`src/rtl/regfile_pkg.sv`:
```
// Shared register-file constants and the dump FSM state type used by the
// debug/trace register snapshot logic.
package regfile_pkg;

  localparam int        REG_COUNT = 32;
  localparam logic [4:0] XZR_IDX  = 5'd31;
  localparam int        REG_W     = 64;

  typedef enum logic [1:0] {
    IDLE = 2'd0,
    READ = 2'd1,
    SEND = 2'd2,
    DONE = 2'd3
  } dump_state_t;

endpackage

```
`src/rtl/regfile_dumper_if.sv`:
```
// Valid/ready stream carrying one {index, data} register beat per transfer.
interface regfile_dumper_if #(
  parameter int N = regfile_pkg::REG_W
);

  logic         out_valid;
  logic         out_ready;
  logic [4:0]   out_idx;
  logic [N-1:0] out_data;

  modport master (
    output out_valid,
    output out_idx,
    output out_data,
    input  out_ready
  );

  modport slave (
    input  out_valid,
    input  out_idx,
    input  out_data,
    output out_ready
  );

endinterface

```
`src/rtl/regfile_dumper.sv`:
```
// Walks X0..X(NREGS-1) through a spare regfile read port and streams each
// registered value out as an {index, data} beat.
module regfile_dumper
  import regfile_pkg::*;
#(
  parameter int N     = REG_W,
  parameter int NREGS = REG_COUNT
) (
  input  logic                 clk,
  input  logic                 reset,
  input  logic                 start,
  output logic [4:0]           rf_ra,
  input  logic [N-1:0]         rf_rd,
  regfile_dumper_if.master     dump,
  output logic                 busy,
  output logic                 done
);

  localparam logic [4:0] LAST_IDX = 5'(NREGS - 1);

  dump_state_t  state;
  logic [4:0]   idx;
  logic [4:0]   beat_idx;
  logic [N-1:0] beat_data;

  // The walk ends on an explicit compare against the last index, so idx never
  // needs to wrap; the beat registers only load in READ, keeping a stalled
  // beat stable for as long as the consumer holds off.
  always_ff @(posedge clk or posedge reset) begin
    if (reset) begin
      state     <= IDLE;
      idx       <= 5'd0;
      beat_idx  <= 5'd0;
      beat_data <= '0;
    end else begin
      case (state)
        IDLE: begin
          if (start) begin
            idx   <= 5'd0;
            state <= READ;
          end
        end
        READ: begin
          beat_data <= rf_rd;
          beat_idx  <= idx;
          state     <= SEND;
        end
        SEND: begin
          if (dump.out_ready) begin
            if (idx == LAST_IDX) begin
              state <= DONE;
            end else begin
              idx   <= idx + 5'd1;
              state <= READ;
            end
          end
        end
        DONE: begin
          state <= IDLE;
        end
        default: begin
          state <= IDLE;
        end
      endcase
    end
  end

  // The regfile ignores the address outside READ, so it simply follows idx.
  assign rf_ra = idx;

  assign dump.out_valid = (state == SEND);
  assign dump.out_idx   = beat_idx;
  assign dump.out_data  = beat_data;

  assign busy = (state != IDLE);
  assign done = (state == DONE);

endmodule

```
`src/flat_wrapper.sv`:
```
// flat-port wrapper written by rule: the top's interface ports become plain ports
module regfile_dumper_flat import regfile_pkg::*;
#(
  parameter int N     = REG_W,
  parameter int NREGS = REG_COUNT
)
  (clk, reset, start, rf_ra, rf_rd, busy, done, dump_out_valid, dump_out_idx, dump_out_data, dump_out_ready);
  regfile_dumper_if #(.N(N)) dump_i ();
  input  logic clk;
  input  logic reset;
  input  logic start;
  output logic [4:0] rf_ra;
  input  logic [N-1:0] rf_rd;
  output logic busy;
  output logic done;
  output wire logic [$bits(dump_i.out_valid)-1:0] dump_out_valid;
  output wire logic [$bits(dump_i.out_idx)-1:0] dump_out_idx;
  output wire logic [$bits(dump_i.out_data)-1:0] dump_out_data;
  input wire logic [$bits(dump_i.out_ready)-1:0] dump_out_ready;
  assign dump_out_valid = dump_i.out_valid;
  assign dump_out_idx = dump_i.out_idx;
  assign dump_out_data = dump_i.out_data;
  assign dump_i.out_ready = dump_out_ready;
  regfile_dumper #(.N(N), .NREGS(NREGS)) u_core (.clk(clk), .reset(reset), .start(start), .rf_ra(rf_ra), .rf_rd(rf_rd), .dump(dump_i), .busy(busy), .done(done));
endmodule
```
`config.mk`:
```
export PLATFORM = sky130hd
export DESIGN_NAME = regfile_dumper_flat
export DESIGN_NICKNAME = d
export VERILOG_FILES = /design/src/rtl/regfile_pkg.sv /design/src/rtl/regfile_dumper_if.sv /design/src/rtl/regfile_dumper.sv /design/src/flat_wrapper.sv
export SDC_FILE = /design/constraint.sdc
export NUM_CORES = 1
export LEC_CHECK = 0
export ABC_AREA = 1
export ABC_CLOCK_PERIOD_IN_PS = 7100
export BUFFER_PORTS_ARGS = -buffer_cell sky130_fd_sc_hd__buf_2
export CORE_MARGIN = 2
export CORE_UTILIZATION = 49
export CTS_CLUSTER_SIZE = 25
export DETAILED_ROUTE_END_ITERATION = 8
export GPL_TIMING_DRIVEN = 0
export PLACE_DENSITY_LB_ADDON = 0.12
export SLEW_MARGIN = 40
export SYNTH_ARGS = -nofsm -noshare
export SYNTH_HDL_FRONTEND = slang
export SYNTH_SLANG_ARGS = --single-unit
```
`constraint.sdc`:
```
create_clock -name clk -period 7.1 [get_ports clk]
set_input_delay 1.42 -clock clk [delete_from_list [all_inputs] [get_ports clk]]
set_output_delay 1.42 -clock clk [all_outputs]
set_load 0.05 [all_outputs]
```
# After elaboration in Yosys (flattened, before gate mapping)
# Cells that the tools add are included.
word_totals:
  memories: 0
  romBits: 0
  latchBits: 0
  wordCells: 25
  ramBits: 0
  out_inout_bits: 77
  regBits: 76
op_classes:
  muxes: 8
  n_mul: 0
  n_eq_ne: 7
  n_lt_le_gt_ge: 0
  div_mod_pow: 0
  bitwise_logic: 0
  n_reduce_logical: 5
  shift: 0
  add_sub_neg: 1
ops:
  columns: ["op", "count"]
  rows:
  - ["$mux 5", 3]
  - ["$pmux 5 s2", 1]
  - ["$pmux 2 s4", 1]
  - ["$mux 2", 3]
  - ["$add 5x1->5 const B", 1]
  - ["$eq 5x5->1 const B", 1]
  - ["$eq 2x2->1 const B", 2]
  - ["$ne 2x2->1 const B", 2]
  - ["$reduce_and 4->1", 1]
  - ["$reduce_bool 2->1", 2]
  - ["$eq 2x1->1 const B", 1]
  - ["$logic_not 2->1", 1]
  - ["$ne 2x1->1 const B", 1]
  - ["$reduce_and 2->1", 1]

# Depth between registers and ports, before layout
logic_depth:
  ltp_word: 4
  mapped_depth: 8
  depth_no_buf: 8

# Least setup slack after synthesis
# OpenSTA, ideal clock, no wires.
synth_timing:
  path_type: "reg2out"
  start: "reg u_core.state[1]"
  end: "out dump_out_valid"
  slack_ns: 4.401
  stages_incl_launch_ff: 3
  path_buffers: 0
  arrival_ns: 1.279
  t_required_ns: 5.680
  path_cell_list: "dfrtp_1 -> inv_1 -> nor2_1"
synth_via:
  elab_chain_cells: 1
synth_lines:
  columns: ["item", "line_no", "rtl"]
  rows:
  - ["from (decl)", "regfile_dumper.sv:21", "dump_state_t state;"]
  - ["from (signal assigned)", "regfile_dumper.sv:31", "state <= IDLE;"]
  - ["from (signal assigned)", "regfile_dumper.sv:40", "state <= READ;"]
  - ["from (signal assigned)", "regfile_dumper.sv:46", "state <= SEND;"]
  - ["$eq 2x2->1", "regfile_dumper.sv:71", "assign dump.out_valid = (state == SEND);"]
  - ["to (decl)", "flat_wrapper.sv:16", "output wire logic [$bits(dump_i.out_valid)-1:0] dump_out_valid;"]
# No other way between the ends.

# Worst setup path after layout
# Same ends and word-level chain as after synthesis.

==> impl_metrics.csv <==
group,metric,value,unit
clock_tree,clockBufferDepth,2,
clock_tree,clk_latency,0.33,ns
finish,antenna_cells,0,
timing,fin_skew,0.00966,ns
place,dp_cells,417,
detailed_routing,drc,0,
timing,setup_viol,0,
global_routing,overflow,0,
clock_tree,htreeDepth,3,
timing,rsz0062_at_grt,"false",
place,dpl.hpwl,4560,um
yosys,syn_inst,197,
setup_path,critPathArrivalTime,1.56,ns
floorplanning,core-area,5920,sq um
yosys,synth_nets,267,
clock_tree,tritoncts,"built",
setup_path,r2r_end,"u_core.rf_ra[4]",
yosys,yosys_register_bits,76,
yosys,yosysWarningCount,0,
detailed_routing,maxUsedRoutingLayer,"met4",
finish,drive_gt1_share,65.8,%
detailed_routing,wl_per_cell,14.1,um
floorplanning,die-width,82.2,um
detailed_routing,drtPass1Iterations,4,
timing,fmax,335,MHz
detailed_routing,vias,2083,
floorplanning,fp-row-count,28,
global_routing,grt_usage,18.8,%
global_routing,antenna_found_initial,0,
floorplanning,io_pins,145,
global_routing,grt_max_degree,41,
finish,layout.nets,423,
clock_tree,cts_resized,0,
floorplanning,fp.dieArea,6760,sq um
setup_path,ff2ff_setup_slack,5.43,ns
clock_tree,clk_pin_slew,0.07,ns
setup_path,required,5.68,ns
worst_hold_path,holdPathStages,2,
clock_tree,cts-buffers-inserted,9,
global_routing,grt_pass1_vias,1960,
clock_tree,clockRootBuffer,"clkbuf_8",
setup_path,startpoint,"u_core.state[1]",
detailed_routing,route.met2.wl,3050,um
detailed_routing,wl_met1,2420,um
worst_hold_path,hold_path_end,"u_core.dump.out_idx[3]",
finish,fin_cells,432,
clock_tree,cts.sinks,76,
detailed_routing,wl,6070,um
timing,hold_viol_final,0,
setup_path,critical_path_class,"register to primary output",
timing,maxSlewHeadroom,70.7,%
timing,worst_slew_pin_slew,0.438,ns
setup_path,cp-start-kind,"register",
yosys,avgSynthCellArea,15.2,sq um
finish,multi_input_area,977,sq um
worst_hold_path,hp-start,"u_core.dump.out_idx[3]",
yosys,synth.cell_area,3000,sq um
detailed_routing,viasPerCell,4.82,
floorplanning,die_h,82.2,um
worst_hold_path,hp-class,"register to register",
global_routing,grt_first_pass_wirelength,9370,um
outcome,run_status,"complete, no violations",
timing,slew_violations,0,
place,portBuffers,144,
job,cap_violations,0,
finish,syn_to_final_growth,34.2,%
setup_path,crit_fanout,7,
setup_path,r2r_cells,8,
timing,fin_crit,2.98,ns
setup_path,r2r-start,"u_core.rf_ra[0]",
timing,fin_crit_sh,42.0,%
clock_tree,ctsHoldBuffers,0,
detailed_routing,final_antenna_net_count,0,
yosys,synth.distinct_cells,17,
finish,seq_area,1900,sq um
detailed_routing,dr.first_iter.drc_count,79,
place,gp_congestion,0.793,
finish,fill_cells,462,
floorplanning,initial_core_util,50.6,%
yosys,synth_seq_area_share,63.5,%
clock_tree,cts_setup_buffers,0,
detailed_routing,dr_wl_met3,462,um
setup_path,crit_path_end_kind,"primary output",
timing,tns,0,ns
-- cells by family after synthesis --
group / share of synthesized area [%]
AOI/OAI and AO/OA: 1.50
adders and majority gates: 0.835
buffers and inverters: 3.93
muxes: 25.9
DFF: 63.5
and+or+nand+nor: 4.34
-- registers in the layout (all words and copies together), names as in the netlist --
register / count
u_core.dump.out_data: 64
u_core.dump.out_idx: 5
u_core.rf_ra: 5
u_core.state: 2
-- worst max path at each step --
stage and to:
2_1_floorplan u_core.dump.out_data[0], 3_3_place_gp u_core.dump.out_data[37], 3_5_place_dp dump_out_valid, 4_1_cts dump_out_valid
5_1_grt dump_out_valid, 6_report dump_out_valid
-- final cells by class --
type	count	share of cell area [%]
flip-flops and latches	76	47.3
inverters	8	0.871
clock inverters	2	0.871
plain buffers	7	2.18
multi-input cells	106	24.3
clock buffers	13	3.70
repair buffers	145	18.4
well taps	75	2.33
-- metrics by stage --
| step | instance area (sq um) | hold WS, ns | util (%) | worst slack [ns] |
|---|---|---|---|---|
| after floorplan | 3000 | 0.529 | - | 3.74 |
| after global placement | 3810 | 0.468 | 64.4 | 2.85 |
| after detailed placement | 3840 | 0.475 | 64.8 | 4.49 |
| after CTS | 4020 | 0.494 | 67.9 | 4.11 |
| after global routing | 4020 | 0.514 | 67.9 | 3.96 |
| final | 4020 | 0.491 | 67.9 | 4.12 |
-- layer usage --
| metal | up-vias | global-route usage (%) |
|---|---|---|
| met1 | 1002 | 23.6 |
| met2 | 83 | 29.5 |
| li1 | 984 | - |
| met4 | 0 | 10.2 |
| met3 | 14 | 5.22 |
| met5 | - | 0 |
-- critical path, stage by stage (launching register included) --
cell and delay (ns):
dfrtp_1 0.40, inv_1 0.12, nor2_1 0.37, buf_2 0.35
-- cell usage after synthesis, drive strengths merged --
| cell type | n | area, sq um |
|---|---|---|
| nand4 | 1 | 6.26 |
| nand3 | 6 | 35.0 |
| nand2 | 17 | 71.3 |
| dfrtp | 76 | 1900 |
| or2 | 1 | 6.26 |
| a21oi | 1 | 5.00 |
| ha | 2 | 25.0 |
| clkbuf | 5 | 68.8 |
| o21ai | 8 | 40.0 |
| mux2 | 67 | 777 |
| inv | 8 | 30.0 |
| nor2 | 3 | 11.3 |
| buf | 2 | 18.8 |
-- layout by cell type, fill, tap and decap left out --
| cell | instances |
|---|---|
| buf_2 | 144 |
| dfrtp_1 | 76 |
| mux2_2 | 61 |
| nand2_1 | 16 |
| clkbuf_8 | 15 |
| o21ai_0 | 8 |
| inv_1 | 7 |
| mux2_4 | 6 |
| nand3_1 | 5 |
| nor2_1 | 3 |
| clkbuf_1 | 3 |
| ha_1 | 2 |
| a21oi_1 | 1 |
| nand3_2 | 1 |
| nand4_1 | 1 |
| nand2_4 | 1 |
| buf_4 | 1 |
| inv_6 | 1 |
| buf_6 | 1 |
| or2_2 | 1 |
| clkinv_2 | 1 |
| bufinv_16 | 1 |
| buf_12 | 1 |
Power is left out: the tool's default activity adds up to more than one toggle a clock period on the data nets, which glitch-free logic cannot reach.
